$ cat src/rtl/tmr_scrub_regfile.sv
// Triple-redundant register file with a majority-voted read port, a background
// scrubber that repairs disagreeing words, and a fault-injection port.
module tmr_scrub_regfile #(
  parameter int WIDTH     = 8,
  parameter int DEPTH     = 4,
  parameter int CNT_WIDTH = 8,
  localparam int ADDR_W   = (DEPTH > 1) ? $clog2(DEPTH) : 1
) (
  input  logic                 clk,
  input  logic                 rst,
  input  logic                 wr_en,
  input  logic [ADDR_W-1:0]    wr_addr,
  input  logic [WIDTH-1:0]     wr_data,
  input  logic [ADDR_W-1:0]    rd_addr,
  output logic [WIDTH-1:0]     rd_data,
  output logic                 rd_err,
  input  logic                 scrub_en,
  output logic                 scrub_done,
  output logic [CNT_WIDTH-1:0] err_count,
  output logic [ADDR_W-1:0]    err_addr,
  input  logic                 err_clr,
  input  logic                 inj_en,
  input  logic [1:0]           inj_copy,
  input  logic [ADDR_W-1:0]    inj_addr,
  input  logic [WIDTH-1:0]     inj_mask
);

  localparam logic [ADDR_W-1:0] LastAddr = ADDR_W'(DEPTH - 1);

  typedef enum logic {IDLE, SCAN} scrubState_t;

  scrubState_t      state, stateNext;
  logic [WIDTH-1:0] memA  [DEPTH];
  logic [WIDTH-1:0] memB  [DEPTH];
  logic [WIDTH-1:0] memC  [DEPTH];
  logic [WIDTH-1:0] nextA [DEPTH];
  logic [WIDTH-1:0] nextB [DEPTH];
  logic [WIDTH-1:0] nextC [DEPTH];
  logic [ADDR_W-1:0] ptr;
  logic [WIDTH-1:0] ptrVote;
  logic [DEPTH-1:0] wrHit;
  logic [DEPTH-1:0] injHit;
  logic             scanActive;
  logic             ptrMismatch;
  logic             correct;

  function automatic logic [WIDTH-1:0] vote3(input logic [WIDTH-1:0] a, b, c);
    return (a & b) | (a & c) | (b & c);
  endfunction

  // Read port: zero-latency vote and disagreement flag.
  assign rd_data = vote3(memA[rd_addr], memB[rd_addr], memC[rd_addr]);
  assign rd_err  = (memA[rd_addr] != memB[rd_addr]) || (memA[rd_addr] != memC[rd_addr]);

  assign scanActive  = (state == SCAN);
  assign ptrVote     = vote3(memA[ptr], memB[ptr], memC[ptr]);
  assign ptrMismatch = (memA[ptr] != memB[ptr]) || (memA[ptr] != memC[ptr]);
  // A user write to the word under the pointer takes the place of the repair.
  assign correct     = scanActive && ptrMismatch && !(wr_en && wr_addr == ptr);

  always_comb begin
    // NOTE: every always_comb output gets a default first so no path can infer a latch.
    stateNext = state;
    unique case (state)
      IDLE:    if (scrub_en)  stateNext = SCAN;
      SCAN:    if (!scrub_en) stateNext = IDLE;
      default: stateNext = IDLE;
    endcase
  end

  always_comb begin
    wrHit  = '0;
    injHit = '0;
    for (int i = 0; i < DEPTH; i++) begin
      wrHit[i]  = wr_en && (wr_addr == ADDR_W'(i));
      injHit[i] = inj_en && (inj_addr == ADDR_W'(i)) && !wrHit[i];
    end
  end

  // Per word: user write beats correction; injection lands on top of the result.
  always_comb begin
    for (int i = 0; i < DEPTH; i++) begin
      nextA[i] = memA[i];
      nextB[i] = memB[i];
      nextC[i] = memC[i];
      if (wrHit[i]) begin
        nextA[i] = wr_data;
        nextB[i] = wr_data;
        nextC[i] = wr_data;
      end else if (correct && ptr == ADDR_W'(i)) begin
        nextA[i] = ptrVote;
        nextB[i] = ptrVote;
        nextC[i] = ptrVote;
      end
      if (injHit[i]) begin
        case (inj_copy)
          2'd0:    nextA[i] = nextA[i] ^ inj_mask;
          2'd1:    nextB[i] = nextB[i] ^ inj_mask;
          2'd2:    nextC[i] = nextC[i] ^ inj_mask;
          default: ;
        endcase
      end
    end
  end

  // NOTE: sequential state uses non-blocking assignments only, so every register
  // samples pre-edge values regardless of statement order.
  always_ff @(posedge clk) begin
    if (rst) begin
      state      <= IDLE;
      ptr        <= '0;
      scrub_done <= 1'b0;
      err_count  <= '0;
      err_addr   <= '0;
      // NOTE: the storage itself is cleared on reset because every copy must
      // start equal; otherwise the vote and scrubber would act on garbage.
      for (int i = 0; i < DEPTH; i++) begin
        memA[i] <= '0;
        memB[i] <= '0;
        memC[i] <= '0;
      end
    end else begin
      state      <= stateNext;
      scrub_done <= scanActive && (ptr == LastAddr);
      for (int i = 0; i < DEPTH; i++) begin
        memA[i] <= nextA[i];
        memB[i] <= nextB[i];
        memC[i] <= nextC[i];
      end
      if (scanActive) ptr <= (ptr == LastAddr) ? '0 : ptr + ADDR_W'(1);
      if (correct)    err_addr <= ptr;
      if (err_clr)
        err_count <= CNT_WIDTH'(correct);
      else if (correct && err_count != '1)
        err_count <= err_count + CNT_WIDTH'(1);
    end
  end

endmodule

$ cat config.mk
export PLATFORM = sky130hd
export DESIGN_NAME = tmr_scrub_regfile
export DESIGN_NICKNAME = d
export VERILOG_FILES = /design/src/rtl/tmr_scrub_regfile.sv
export SDC_FILE = /design/constraint.sdc
export NUM_CORES = 1
export LEC_CHECK = 0
export ABC_AREA = 1
export CAP_MARGIN = 40
export CORE_ASPECT_RATIO = 1.2
export CORE_MARGIN = 4
export CORE_UTILIZATION = 55
export DETAILED_ROUTE_END_ITERATION = 7
export MAX_ROUTING_LAYER = met4
export PLACE_DENSITY = 0.74
export SYNTH_ARGS = -nofsm -noshare
export SYNTH_HDL_FRONTEND = slang
export SYNTH_SLANG_ARGS = --single-unit
$ cat constraint.sdc
create_clock -name clk -period 7.19 [get_ports clk]
set_clock_uncertainty 0.05 [all_clocks]
set_input_delay 1.438 -clock clk [delete_from_list [all_inputs] [get_ports clk]]
set_output_delay 1.438 -clock clk [all_outputs]
set_load 0.01 [all_outputs]
==> summary.md <==
| Metric | Value |
|---|---|
| Outcome | `finished clean` |
| Netlist cell types | `32` |
| Layout Cells excl Fill | `1811` |
| Metal2 WL | `13.9 mm` |
| Hold-fix buffers at CTS | `0` |
| Main flop type after synthesis | `dfxtp_1` |
| Input/output buffers | `49` |
| Sequential fraction of design power | `0.404` |
| Area Overhead vs Synth | `10.6%` |
| Max cap viols | `0` |
| Syn_area_per_cell | `5.61 µm²` |
| Final setup viols | `0` |
| Logic pwr share | `0.253` |
| Setup CP Type | `in2out` |
| Clock-pin slew on the worst setup and hold paths | `80 ps` |
| Switching Power | `0.000575 W` |
| CTS-repair resized insts | `0` |
| Syn nets | `1657` |
| Layout Utilization | `0.625` |
| Layout cell share with drive strength beyond 1 | `0.0393` |
| Leakage | `4.88 nW` |
| Die height | `147 µm` |
| Antenna-violating nets left | `0` |
| Slew @ Worst Pin | `885 ps` |
| Post-CTS Setup Bufs | `0` |
| WL final | `30.4 mm` |
| Worst slew margin | `0.410` |
| Starting DRC count in detailed routing | `1064` |
| Max Slew Vio Count | `0` |
| Most common cell in the netlist | `nand2_1` |
| Int Power | `0.00110 W` |
| Worst r2r path cells | `17` |
| Simple-gate share of the synthesized area | `0.471` |
| WL/cell | `16.8 µm` |
| Post-synth EDFFs | `0` |
| CP startpoint kind | `input pin` |
| Final Hold Viols | `0` |
| Die Wd | `124 µm` |
| Setup TNS Final | `0 ps` |
| Initial Utilization | `0.565` |
| Top cells by area, synth | `nand2_1 27%, dfxtp_1 25%, nand3_1 9.7%` |
| Async set or reset register ratio after synthesis | `0` |
| Core area | `15800 µm²` |
| Diode count | `0` |
| Post-synthesis xor/xnor area fraction | `0.00197` |
| Compound-Gate Fraction of Synth Area | `0.139` |
| Mapped cell area | `8910 µm²` |
| Clock power share | `0.342` |
| Storage cell area | `2240 µm²` |
| Worst VDD drop | `0.000109 V` |
| Top sig layer | `met4` |
| DR WL met3 | `2.83 mm` |
| Vias in the first global route | `9182` |
| Clock Root Buffer | `clkbuf_16` |
| Clk Latency, worst-skew pair | `370 ps` |
| DR DRC count | `0` |
| Sink Count | `112` |
| Mapped Cells | `1590` |
| Num rows | `50` |
| FF+latch count, synth | `112` |
| Largest net degree at the start of global routing | `65` |
| Yosys warnings | `0` |
| Register area share after synthesis | `0.252` |
| R2R setup slack | `3090 ps` |
| Sw frac | `0.343` |
| Critical path data arrival time | `4740 ps` |
| I/O pin count | `50` |
| Hold Crit Depth | `2` |
| F_max | `161 MHz` |
| Total gr overflow | `0` |
| Filler cell count | `1642` |
| Synth area leader | `nand2_1` |
| Crit Reg-Reg Endpoint | `err_count[5]` |
| First-pass GRT wire length | `47.5 mm` |
| CTS tree | `yes` |
| Largest family of logic cells by synthesized area | `simple AND/OR/NAND/NOR gates` |
| Vias/cell | `5.76` |
| Final #Nets | `1665` |
| DP Cell Count | `1795` |
| Final period util | `0.866` |
| Total track usage | `0.331` |
| Final HPWL DP | `21.5 mm` |
| Tmin final | `6230 ps` |
| Vias | `10400` |
| WHS Endpoint | `err_count[1]` |
| Hold WS | `461 ps` |
| Hold Path Origin | `err_count[1]` |
| TritonCTS buffer count | `9` |
| Clock Path Buffers | `2` |
| Synth top area share | `0.267` |
| Multi-input gate area | `5920 µm²` |
| CP Capture Type | `output port` |
| Initial antenna violation count | `0` |
| Req. time, crit path | `5700 ps` |
| Hold WC Path Type | `reg2reg` |
| Routability cong. | `0.940` |
| Synth Area in Adders | `0.0519` |
| Die area | `18300 µm²` |
| Detailed Routing Iterations Pass 1 | `6` |
| Routed length on met1 | `12.4 mm` |
| RSZ-0062 raised after global routing | `no` |
| Multiplexer share of the synthesized area | `0` |
| Synth top cells by count | `635 x nand2_1, 178 x nor2_1, 172 x nand3_1, 153 x a21oi_1, 112 x dfxtp_1` |
| H-tree lvl count | `3` |
| Pwr dens | `170 nW/µm²` |
| Max FO, Critical Path | `26` |
## cell usage in the layout, fill, tap and decap left out, types with 16 or more instances in the layout
master,instances
o22ai_1,16
nand3_1,172
nand2_1,635
nor2_1,178
inv_1,105
o21ai_0,55
clkdlybuf4s50_1,49
buf_4,16
dfxtp_1,112
a21oi_1,153
ha_1,37
## final cells by class
type | count | share of cell area
Clock buffer | 9 | 0.0228
Clock inverter | 7 | 0.0102
Inverter | 109 | 0.0415
Multi-Input combinational cell | 1295 | 0.601
Sequential cell | 112 | 0.227
Tap cell | 208 | 0.0264
Timing Repair Buffer | 71 | 0.0707
## power groups by stage
stage / registers (W) / logic, W / clock network (W)
2_1_floorplan: 0.000679 / 0.000286 / 0
3_3_place_gp: 0.000692 / 0.000403 / 0
3_5_place_dp: 0.000691 / 0.000414 / 0
4_1_cts: 0.000677 / 0.000417 / 0.000578
5_1_grt: 0.000681 / 0.000475 / 0.000602
6_report: 0.000678 / 0.000425 / 0.000574
## worst max path at each step
| stage | slack [ps] | depth (start not counted) | from | end |
|---|---|---|---|---|
| final | 960 | 9 | rd_addr[1] | rd_err |
| after global routing | 800 | 9 | rd_addr[1] | rd_err |
| after CTS | 1090 | 9 | rd_addr[1] | rd_err |
| after detailed placement | 1100 | 9 | rd_addr[1] | rd_err |
| after global placement | 1150 | 9 | rd_addr[1] | rd_err |
| after floorplan | 2550 | 9 | rd_addr[0] | rd_err |
## flip-flops by register name, indices dropped and copies added, names as in the netlist, named ones only
register	cells
scanActive	1
memB	32
ptr	2
memA	32
err_addr	2
scrub_done	1
memC	32
err_count	8
## through the flow
step / setup WS [ps] / cell area (µm²) / power, W
6_report: 960 / 9860 / 0.00168
5_1_grt: 803 / 9860 / 0.00176
4_1_cts: 1090 / 9860 / 0.00167
3_5_place_dp: 1100 / 9530 / 0.00111
3_3_place_gp: 1150 / 9450 / 0.00109
2_1_floorplan: 2550 / 8910 / 0.000965
## routing by layer
layer | up-vias | GRT usage
met1 | 4718 | 0.406
met2 | 446 | 0.534
li1 | 5162 | -
met5 | - | -
met4 | 0 | 0.138
met3 | 98 | 0.0676
## worst max-delay path, cell delays in order
cell             delay, ps
clkdlybuf4s50_1        670
inv_1                  650
o21ai_0                190
a21oi_1                150
a21oi_1                 80
ha_1                   300
nor4_1                 550
nand4_1                170
clkdlybuf4s50_1        520
## cell families (layout without fill, tap and decap cells)
group | Yosys count | count (layout)
and+or+nand+nor | 1020 | 1020
DFF | 112 | 112
xor gates and xnor gates | 2 | 2
buffers and inverters | 183 | 196
AOI/OAI and AO/OA | 236 | 236
adders and majority gates | 37 | 37
No activity file was read; power rests on OpenSTA's default activity.
